`config.mk`:
```
export PLATFORM = sky130hd
export DESIGN_NAME = me_unit_flat
export DESIGN_NICKNAME = d
export VERILOG_FILES = /design/src/rtl/me_unit_if.sv /design/src/rtl/me_unit.sv /design/src/flat_wrapper.sv
export SDC_FILE = /design/constraint.sdc
export NUM_CORES = 1
export LEC_CHECK = 0
export BUFFER_PORTS_ARGS = -buffer_cell sky130_fd_sc_hd__buf_2
export CAP_MARGIN = 20
export CORE_ASPECT_RATIO = 2
export CORE_MARGIN = 5
export CORE_UTILIZATION = 35
export CTS_BUF_LIST = sky130_fd_sc_hd__clkbuf_8
export CTS_CLUSTER_SIZE = 14
export DETAILED_ROUTE_END_ITERATION = 7
export PLACE_DENSITY = 0.61
export RECOVER_POWER = 25
export SLEW_MARGIN = 20
export SYNTH_ARGS = -nofsm -noshare
export SYNTH_HDL_FRONTEND = slang
export SYNTH_SLANG_ARGS = --single-unit
```
`constraint.sdc`:
```
create_clock -name clk -period 2.4 [get_ports clk]
set_input_delay 0.12 -clock clk [delete_from_list [all_inputs] [get_ports clk]]
set_output_delay 0.12 -clock clk [all_outputs]
set_load 0.005 [all_outputs]
```
`src/rtl/me_unit_if.sv`:
```
// Handshake and bus bundle between the ME stage and its neighbours
// (EX bundle in, WB bundle out, data SRAM response, flush, hazard info).
interface me_unit_if;
   logic         EX_to_ME_Valid;
   logic [129:0] EX_to_ME_Bus;
   logic         ME_Allow_in;
   logic         WB_Allow_in;
   logic         ME_to_WB_Valid;
   logic [124:0] ME_to_WB_Bus;
   logic         data_sram_data_ok;
   logic [31:0]  data_sram_rdata;
   logic         flush;
   logic [4:0]   ME_dest;
   logic [31:0]  ME_Forward_Res;
   logic         ME_load_pending;
   logic         ME_excp_flag;

   // Surrounding pipeline: drives the EX bundle, WB readiness, SRAM response, flush
   modport master (
      output EX_to_ME_Valid, EX_to_ME_Bus, WB_Allow_in,
             data_sram_data_ok, data_sram_rdata, flush,
      input  ME_Allow_in, ME_to_WB_Valid, ME_to_WB_Bus,
             ME_dest, ME_Forward_Res, ME_load_pending, ME_excp_flag
   );

   // ME stage itself
   modport slave (
      input  EX_to_ME_Valid, EX_to_ME_Bus, WB_Allow_in,
             data_sram_data_ok, data_sram_rdata, flush,
      output ME_Allow_in, ME_to_WB_Valid, ME_to_WB_Bus,
             ME_dest, ME_Forward_Res, ME_load_pending, ME_excp_flag
   );
endinterface

```
`src/rtl/me_unit.sv`:
```
// ME pipeline stage: holds the EX bundle, collects the data SRAM response,
// extracts load data and hands the finished bundle to WB. Responses owed to
// flushed instructions are dropped via the discard flag.
module me_unit (
   input  logic      clk,
   input  logic      reset,
   me_unit_if.slave  io
);
   logic         me_valid;
   logic [129:0] bundle;
   logic         data_have;
   logic [31:0]  data_buf;
   logic         discard;

   // Bundle fields (MSB first)
   logic [92:0]  pass_fields;   // excp_en .. dest, forwarded to WB unchanged
   logic         excp_en;
   logic         inst_ertn;
   logic         gr_we;
   logic [4:0]   dest;
   logic [31:0]  alu_result;
   logic         res_from_mem;
   logic [2:0]   load_op;
   logic         req_issued;

   assign pass_fields  = bundle[129:37];
   assign excp_en      = bundle[129];
   assign inst_ertn    = bundle[75];
   assign gr_we        = bundle[42];
   assign dest         = bundle[41:37];
   assign alu_result   = bundle[36:5];
   assign res_from_mem = bundle[4];
   assign load_op      = bundle[3:1];
   assign req_issued   = bundle[0];

   logic        in_wait;
   logic        resp_live;
   logic        ready_go;
   logic        allow_in;
   logic        accept;
   logic [31:0] cur_data;
   logic [7:0]  sel_b;
   logic [15:0] sel_h;
   logic [31:0] extracted;
   logic [31:0] final_result;

   // Handshake: a response is usable in the cycle it arrives unless it is owed to a flushed instruction
   always_comb begin
      in_wait   = me_valid & req_issued & ~data_have;
      resp_live = io.data_sram_data_ok & ~discard;
      ready_go  = ~req_issued | data_have | resp_live;
      allow_in  = ~me_valid | (ready_go & io.WB_Allow_in);
      accept    = io.EX_to_ME_Valid & allow_in & ~io.flush;
   end

   // Load data selection and extension
   always_comb begin
      cur_data = data_have ? data_buf : io.data_sram_rdata;
      sel_b    = cur_data[7:0];
      case (alu_result[1:0])
         2'd0:    sel_b = cur_data[7:0];
         2'd1:    sel_b = cur_data[15:8];
         2'd2:    sel_b = cur_data[23:16];
         default: sel_b = cur_data[31:24];
      endcase
      sel_h = alu_result[1] ? cur_data[31:16] : cur_data[15:0];
      case (load_op)
         3'b000:  extracted = {{24{sel_b[7]}}, sel_b};
         3'b100:  extracted = {24'd0, sel_b};
         3'b001:  extracted = {{16{sel_h[15]}}, sel_h};
         3'b101:  extracted = {16'd0, sel_h};
         default: extracted = cur_data;
      endcase
      final_result = res_from_mem ? extracted : alu_result;
   end

   // Outputs to WB and hazard/forwarding information for earlier stages
   always_comb begin
      io.ME_Allow_in     = allow_in;
      io.ME_to_WB_Valid  = me_valid & ready_go & ~io.flush;
      io.ME_to_WB_Bus    = {pass_fields, final_result};
      io.ME_dest         = dest & {5{me_valid & gr_we}};
      io.ME_Forward_Res  = final_result;
      io.ME_load_pending = me_valid & res_from_mem & ~ready_go;
      io.ME_excp_flag    = me_valid & (excp_en | inst_ertn);
   end

   // Stage state: valid bit, held bundle, response buffer and owed-response flag
   always_ff @(posedge clk) begin
      if (reset) begin
         me_valid  <= 1'b0;
         bundle    <= '0;
         data_have <= 1'b0;
         data_buf  <= '0;
         discard   <= 1'b0;
      end else begin
         if (io.flush)
            me_valid <= 1'b0;
         else if (allow_in)
            me_valid <= io.EX_to_ME_Valid;

         if (accept)
            bundle <= io.EX_to_ME_Bus;

         if (accept)
            data_have <= 1'b0;
         else if (resp_live & in_wait)
            data_have <= 1'b1;

         if (resp_live & in_wait)
            data_buf <= io.data_sram_rdata;

         // A response arriving with discard set is the stale one; otherwise a
         // flush of a waiting instruction leaves one response owed.
         if (io.data_sram_data_ok & discard)
            discard <= 1'b0;
         else if (io.flush & in_wait & ~io.data_sram_data_ok)
            discard <= 1'b1;
      end
   end
endmodule

```
`src/flat_wrapper.sv`:
```
// flat-port wrapper written by rule: the top's interface ports become plain ports
module me_unit_flat 
  (clk, reset, io_EX_to_ME_Valid, io_EX_to_ME_Bus, io_WB_Allow_in, io_data_sram_data_ok, io_data_sram_rdata, io_flush, io_ME_Allow_in, io_ME_to_WB_Valid, io_ME_to_WB_Bus, io_ME_dest, io_ME_Forward_Res, io_ME_load_pending, io_ME_excp_flag);
  me_unit_if io_i ();
  input  logic clk;
  input  logic reset;
  input wire logic [$bits(io_i.EX_to_ME_Valid)-1:0] io_EX_to_ME_Valid;
  input wire logic [$bits(io_i.EX_to_ME_Bus)-1:0] io_EX_to_ME_Bus;
  input wire logic [$bits(io_i.WB_Allow_in)-1:0] io_WB_Allow_in;
  input wire logic [$bits(io_i.data_sram_data_ok)-1:0] io_data_sram_data_ok;
  input wire logic [$bits(io_i.data_sram_rdata)-1:0] io_data_sram_rdata;
  input wire logic [$bits(io_i.flush)-1:0] io_flush;
  output wire logic [$bits(io_i.ME_Allow_in)-1:0] io_ME_Allow_in;
  output wire logic [$bits(io_i.ME_to_WB_Valid)-1:0] io_ME_to_WB_Valid;
  output wire logic [$bits(io_i.ME_to_WB_Bus)-1:0] io_ME_to_WB_Bus;
  output wire logic [$bits(io_i.ME_dest)-1:0] io_ME_dest;
  output wire logic [$bits(io_i.ME_Forward_Res)-1:0] io_ME_Forward_Res;
  output wire logic [$bits(io_i.ME_load_pending)-1:0] io_ME_load_pending;
  output wire logic [$bits(io_i.ME_excp_flag)-1:0] io_ME_excp_flag;
  assign io_i.EX_to_ME_Valid = io_EX_to_ME_Valid;
  assign io_i.EX_to_ME_Bus = io_EX_to_ME_Bus;
  assign io_i.WB_Allow_in = io_WB_Allow_in;
  assign io_i.data_sram_data_ok = io_data_sram_data_ok;
  assign io_i.data_sram_rdata = io_data_sram_rdata;
  assign io_i.flush = io_flush;
  assign io_ME_Allow_in = io_i.ME_Allow_in;
  assign io_ME_to_WB_Valid = io_i.ME_to_WB_Valid;
  assign io_ME_to_WB_Bus = io_i.ME_to_WB_Bus;
  assign io_ME_dest = io_i.ME_dest;
  assign io_ME_Forward_Res = io_i.ME_Forward_Res;
  assign io_ME_load_pending = io_i.ME_load_pending;
  assign io_ME_excp_flag = io_i.ME_excp_flag;
  me_unit u_core (.clk(clk), .reset(reset), .io(io_i));
endmodule
```
==> results of run 1 <==
## registers in the layout (all words and copies together), names as in the netlist
name              count
u_core.bundle       130
u_core.discard        1
u_core.data_buf      32
u_core.me_valid       1
u_core.data_have      1
## repair_timing
item / in CTS / in global routing
buffers inserted: 0 / 1
hold buffers: 170 / 0
pin swaps: 1 / 1
endpoints found under the setup margin: 60 / 60
gates resized for setup: 21 / 6
hold endpoints to repair: 164 / 0
## worst min-delay path: stages
cell and delay [ns]:
buf_2 0.10, nand2b_1 0.10, a21oi_4 0.06, buf_12 0.17, mux2i_1 0.13, nor2_1 0.07
## final cells by class
type,count,share of cell area (%)
inverter,3,0.09931
timing repair buffer,527,31.52
tap,283,3.123
sequential,165,29.18
clock buffer,17,2.063
antenna,1,0.02207
clock inverter,15,1.479
multi-input combinational,555,32.51
## Yosys cell counts (all sizes together) (6+ instances only)
| library cell | number | share of area, % |
|---|---|---|
| dfxtp | 165 | 40 |
| buf | 151 | 14 |
| mux2i | 139 | 17 |
| nor2 | 136 | 6.2 |
| nand2 | 115 | 5.3 |
| a21oi | 49 | 3.1 |
| clkbuf | 35 | 1.6 |
| mux2 | 23 | 3.2 |
| o21ai | 19 | 1.2 |
| o22a | 17 | 1.9 |
| nor2b | 14 | 1.1 |
| o22ai | 9 | 0.76 |
| mux4 | 7 | 1.9 |
| nor3 | 6 | 0.37 |
## kinds of logic after synthesis
group / after synthesis
buffers and inverters: 189
AOI/OAI and AO/OA: 98
and+or+nand+nor: 288
muxes: 169
DFF: 165
## how the worst min path moves through the flow
stage,cells after the start,end
floorplan,1,u_core.me_valid
global placement,2,u_core.discard
detailed placement,2,u_core.discard
CTS,6,u_core.bundle[65]
global route,6,u_core.bundle[62]
finish,6,u_core.bundle[62]
## report_power, final
group | internal [uW] | switching (uW)
Sequential | 2850 | 71.6
Clock | 946 | 1150
Combinational | 640 | 529
Total | 4430 | 1750
## through the flow
step                utilization, %  power, uW  setup TNS (ns)
floorplan                        -       3632               0
finish                       48.82       6187               0
global route                 48.82       6476          -5.080
CTS                          48.93       6248        -0.05484
detailed placement           39.52       3906               0
global placement             39.52       3897               0
## metal layers
layer / vias up / track usage [%] / wire length [um]
li1: 3627 / - / -
met1: 3453 / 18.00 / 9071
met2: 281 / 38.19 / 15200
met3: 62 / 4.593 / 1480
met4: 0 / 12.26 / 1275
met5: - / 0 / 0
==> summary.md, run 1 <==
| Metric | Value |
|---|---|
| First-pass GRT wire length | `41,540 um` |
| Slew HR | `55.54%` |
| Critical Path Max Stage Delay | `0.44 ns` |
| Ys flop type | `dfxtp_1` |
| Critical path capture point type | `output port` |
| HP Start | `io_EX_to_ME_Valid` |
| # placed instances | `1,363` |
| Final Skew | `between 0.015 and 0.02 ns` |
| Mean Syn Cell Area | `9.036 um2` |
| Cell Rows | `79` |
| Die footprint | `26,820 um2` |
| Compound-Gate Fraction of Synth Area | `7.433%` |
| Area after DPL | `9180 um2` |
| Critical path data arrival time | `2.27 ns` |
| Via count | `7,423` |
| DR DRC count | `0` |
| Post-synthesis register bit count | `165` |
| Layout Cells excl Fill | `between 1,500 and 2,000` |
| Vias in the first global route | `between 7,000 and 8,000` |
| Period utilization | `~100%` |
| Reg area | `3309 um2` |
| Unique cell type count in the Yosys netlist | `37` |
| VDD IR max | `0.0004762 V` |
| Clock Latency Late Sink | `between 0.5 and 0.6 ns` |
| WP data required | `2.28 ns` |
| Remaining antenna violation count | `0` |
| Largest net degree at the start of global routing | `86` |
| Worst R2R End | `u_core.bundle[109]` |
| Initial antenna violation count | `1` |
| Cell Chain, Critical Path | `mux2_4, a2bb2oi_1, nor3_1, or2_4, o22a_2, buf_2` |
| Area of all placed cells without fillers | `11,340 um2` |
| Routed len/inst | `17.26 um` |
| Static leakage | `0.004898 uW` |
| Pwr dens | `545.6 nW/um2` |
| Setup Crit Path Kind | `reg2out` |
| Layout cells sized above 1 | `30.42%` |
| Worst Tran Pin Value | `0.6656 ns` |
| Number of port buffers | `roughly 330` |
| Leading cell types in the layout, fill and taps excluded | `buf_2 (275), dlygate4sd3_1 (170), dfxtp_1 (162)` |
| Mapped Nets | `1,077` |
| Post-synthesis sequential area ratio | `40.21%` |
| FF-to-FF path depth | `7` |
| Nets | `1,437` |
| Worst-path clk slew | `0.10 ns` |
| Worst Hold Class | `in2reg` |
| Yosys warning count | `0` |
| F_max | `418.0 MHz` |
| Synthesized instance count | `909` |
| CTS tree | `yes` |
| Number of synthesized flops with an enable pin | `0` |
| IO Count | `334` |
| H-tree depth | `4` |
| Root Driver | `clkbuf_8` |
| Endpoints failing setup | `0` |
| # fillers | `2,137` |
| Drt initial violations | `roughly 290` |
| Number of CTS-inserted buffers | `17` |
| Critical path depth in cells | `6` |
| DR vias/cell | `4.740` |
| Die extent in x | `roughly 120 um` |
| Worst R2R Start | `u_core.data_have` |
| R2r setup slk | `0.15 ns` |
| RSZ-0062 raised after global routing | `true` |
| Startpoint types | `register` |
| GR Overflow Total | `0` |
| Synth Area in XOR/XNOR | `0%` |
| CTS sink cnt | `approximately 170` |
| Setup WS post-layout | `about 0.0075 ns` |
| Critical path fanouts, max | `16` |
| Final hold slack | `0.2817 ns` |
| Max Slew Vio Count | `0` |
| Commonest non-fill, non-tap cell in the layout | `buf_2` |
| CP bufs+invs | `1` |
| Final hold violation count | `0` |
| Largest family of logic cells by synthesized area | `multiplexers` |
| DR pass1 iterations | `4` |
| Largest delay share family, worst path | `compound AO/OA/AOI/OAI gates` |
| Final WL | `27,030 um` |
| Slowest CP cell | `dfxtp_4` |
| Starting Density | `a little over a third` |
| Placer Congestion | `0.8395` |
| CORE AREA | `between 20,000 and 25,000 um2` |
| Post-synth ARST share | `0%` |
| Die Ht | `~230 um` |
| Multi-input logic area | `3686 um2` |
| Mux contribution to synthesized area | `22.06%` |
| Max clock buf depth | `2` |
| Max-Cap Viols | `0` |
| Crit path to | `io_ME_Forward_Res[25]` |
| Fin crit period | `around 2.4 ns` |
| Dpl hpwl | `19,000 um` |
| Pre-CTS WS | `0.1717 ns` |
| Post-synthesis simple-gate area fraction | `between 10% and 20%` |
| Post-Synth Adder-Cell Area | `0%` |
| Gr usage total | `19.67%` |
| Synthesized area | `8214 um2` |
| Area Growth Syn to Fin | `38.05%` |
| Outcome | `finished clean` |
| Critical path origin | `u_core.data_have` |
No activity file was read; power rests on OpenSTA's default activity.
==> run 2, diff against run 1 <==
--- a/config.mk
+++ b/config.mk
@@ -5,7 +5,7 @@
 export SDC_FILE = /design/constraint.sdc
 export NUM_CORES = 1
 export LEC_CHECK = 0
-export BUFFER_PORTS_ARGS = -buffer_cell sky130_fd_sc_hd__buf_2
+export BUFFER_PORTS_ARGS = -buffer_cell sky130_fd_sc_hd__buf_4
 export CAP_MARGIN = 20
 export CORE_ASPECT_RATIO = 2
 export CORE_MARGIN = 5
==> constraint.sdc (replaced) <==
create_clock -name clk -period 2.4 [get_ports clk]
set_input_delay 0.6 -clock clk [delete_from_list [all_inputs] [get_ports clk]]
set_output_delay 0.6 -clock clk [all_outputs]
set_load 0.005 [all_outputs]
==> run 2 against run 1 <==
  * The flow now finishes with violations (setup timing)
  * Highest routed layer unchanged
  * Combinational power increased by 10%
  * Largest power group unchanged
  * First-iteration DRC count decreased by 14%
  * Sequential cell count unchanged
  * Clock-buffer cell count increased by 2
  * Sequential power about the same
  * Clock power increased by 10%
  * Cell count decreased by 8.6%
  * Hold slack got worse by 0.0073 ns
==> summary.md, run 2 (synthesis results as in run 1) <==
| Metric | Value |
|---|---|
| Max clock buf depth | `2 (unchanged)` |
| Number of CTS-inserted buffers | `17 (unchanged)` |
| Die Ht | `226.7 um (unchanged)` |
| Failing checks | `setup timing` |
| Critical path fanouts, max | `8 (-8)` |
| Worst-path clk slew | `0.10 ns (about the same)` |
| CTS tree | `yes` |
| R2r setup slk | `0.28 ns (+0.13 ns)` |
| Final WL | `26,190 um (-3.1%)` |
| Period utilization | `120.7% (+21 points)` |
| CORE AREA | `23,230 um2 (unchanged)` |
| DR DRC count | `0 (unchanged)` |
| Worst Hold Class | `in2reg` |
| DR vias/cell | `4.758 (+0.39%)` |
| Largest net degree at the start of global routing | `57 (-34%)` |
| Initial antenna violation count | `1 (unchanged)` |
| IO Count | `334 (unchanged)` |
| Die footprint | `26,820 um2 (unchanged)` |
| First-pass GRT wire length | `39,610 um (-4.7%)` |
| Slew HR | `71.44% (+16 points)` |
| Max Slew Vio Count | `0 (unchanged)` |
| Max-Cap Viols | `0 (unchanged)` |
| Fin crit period | `2.898 ns (+0.5054 ns)` |
| Nets | `1,303 (-9.3%)` |
| Final hold violation count | `0 (unchanged)` |
| Setup Crit Path Kind | `reg2out` |
| Outcome | `finished, violations left` |
| CTS sink cnt | `165 (unchanged)` |
| Worst Tran Pin Value | `0.4239 ns (-0.2417 ns)` |
| # fillers | `2,222 (+4.0%)` |
| Pwr dens | `580.2 nW/um2 (+6.3%)` |
| Routed len/inst | `18.29 um (+6.0%)` |
| VDD IR max | `0.0005334 V (+12%)` |
| Final Skew | `0.01155 ns (-0.005886 ns)` |
| Area Growth Syn to Fin | `37.00%` |
| Vias in the first global route | `7,087 (-9.3%)` |
| Critical path data arrival time | `2.30 ns (+0.03 ns)` |
| Biggest regs | `u_core.bundle (130), u_core.data_buf (32)` |
| H-tree depth | `4 (unchanged)` |
| F_max | `345.1 MHz (-17%)` |
| Via count | `6,814 (-8.2%)` |
| Cts hold-fix bufs | `0 (-100%)` |
| Critical path capture point type | `output port` |
| DR pass1 iterations | `4 (unchanged)` |
| GR Overflow Total | `0 (unchanged)` |
| Layout cells sized above 1 | `44.77% (+14 points)` |
| Starting Density | `35.36% (unchanged)` |
| Total power draw | `6529 uW (+5.5%)` |
| Setup WS post-layout | `-0.4979 ns (-0.5054 ns)` |
| Number of port buffers | `333 (unchanged)` |
| Dpl hpwl | `19,890 um (+4.7%)` |
| Commonest non-fill, non-tap cell in the layout | `buf_4` |
| Drt initial violations | `246 (-14%)` |
| Root Driver | `clkbuf_8` |
| Clock Latency Late Sink | `0.48 ns (-0.03 ns)` |
| Die extent in x | `118.3 um (unchanged)` |
| Cell Rows | `79 (unchanged)` |
| WP data required | `1.80 ns (-0.48 ns)` |
| Most flops, register | `u_core.bundle` |
| Area of all placed cells without fillers | `11,250 um2 (-0.76%)` |
| Final Core Density | `48.45% (-0.37 points)` |
| Leading cell types in the layout, fill and taps excluded | `buf_4 (342), dfxtp_1 (161), mux2i_1 (138)` |
| Endpoints failing setup | `64 (+64)` |
| Remaining antenna violation count | `0 (unchanged)` |
| Max FFs per register | `130 (unchanged)` |
| Gr usage total | `18.98% (-0.69 points)` |
| Startpoint types | `register` |
| Placer Congestion | `0.8375 (-0.24%)` |
| Static leakage | `0.004877 uW (-0.43%)` |
| Area after DPL | `10,300 um2 (+12%)` |
| RSZ-0062 raised after global routing | `true` |
## run 2: area by class of cell
| type | instances | area (um2) | share of cell area [%] |
|---|---|---|---|
| Multi-Input combinational cell | 555 | 3854 | 34.25 |
| Sequential cell | 165 | 3316 | 29.46 |
| Timing Repair Buffer | 393 | 3258 | 28.95 |
| Tap cell | 283 | 354.1 | 3.147 |
| Clock buffer | 19 | 261.5 | 2.324 |
| Clock inverter | 13 | 193.9 | 1.723 |
| Inverter | 3 | 13.76 | 0.1223 |
| Antenna cell | 1 | 2.502 | 0.02224 |
## run 2: where the power goes
part,total (uW),internal [uW],leakage (uW),switching [uW]
sequential,2920,2840,0.00135,75.3
combinational,1290,755,0.00330,532
clock,2320,1210,0.000233,1110
total,6530,4810,0.00488,1720
## run 2: worst max-delay path, cell delays in order, from the launching register on
cell	delay [ns]
dfxtp_4	0.43
mux2i_4	0.26
buf_6	0.12
a2bb2oi_2	0.16
nor3_1	0.06
or2_4	0.30
buf_16	0.16
o22a_4	0.22
buf_6	0.11
## run 2: worst paths after layout
path                         from                    end  depth (start not counted)
min          io_data_sram_data_ok         u_core.discard                          2
max reg2reg      u_core.data_have      u_core.bundle[29]                          9
max              u_core.data_have  io_ME_Forward_Res[23]                          8
min reg2reg    u_core.data_buf[0]     u_core.data_buf[0]                          2
## run 2: routing by layer
metal / vias to the layer above / part of all wire (%) / wire length, um / track usage, %
met2: 255 / 55 / 14430 / 34.84
met4: 0 / 2.9 / 756 / 8.037
li1: 3366 / - / - / -
met5: - / 0 / 0 / 0
met1: 3159 / 35 / 9160 / 19.50
met3: 34 / 7.0 / 1835 / 6.340
## run 2: metrics by stage
step           setup TNS (ns)  std cells  setup WS [ns]  hold WS [ns]
2_1_floorplan         -0.9482        909       -0.09943        0.4329
3_3_place_gp           -12.70       1390        -0.3840        0.4379
3_5_place_dp           -13.59       1390        -0.4115        0.4466
4_1_cts                -32.70       1429        -0.5664        0.2228
5_1_grt                -33.46       1432        -0.5919        0.2389
6_report               -26.82       1432        -0.4979        0.2744
## run 2: what timing repair did
action,4_1_cts,5_1_grt
pin swaps,31,20
gates resized for setup,67,46
gates cloned,1,0
setup endpoints to repair,66,66
setup buffers,7,3
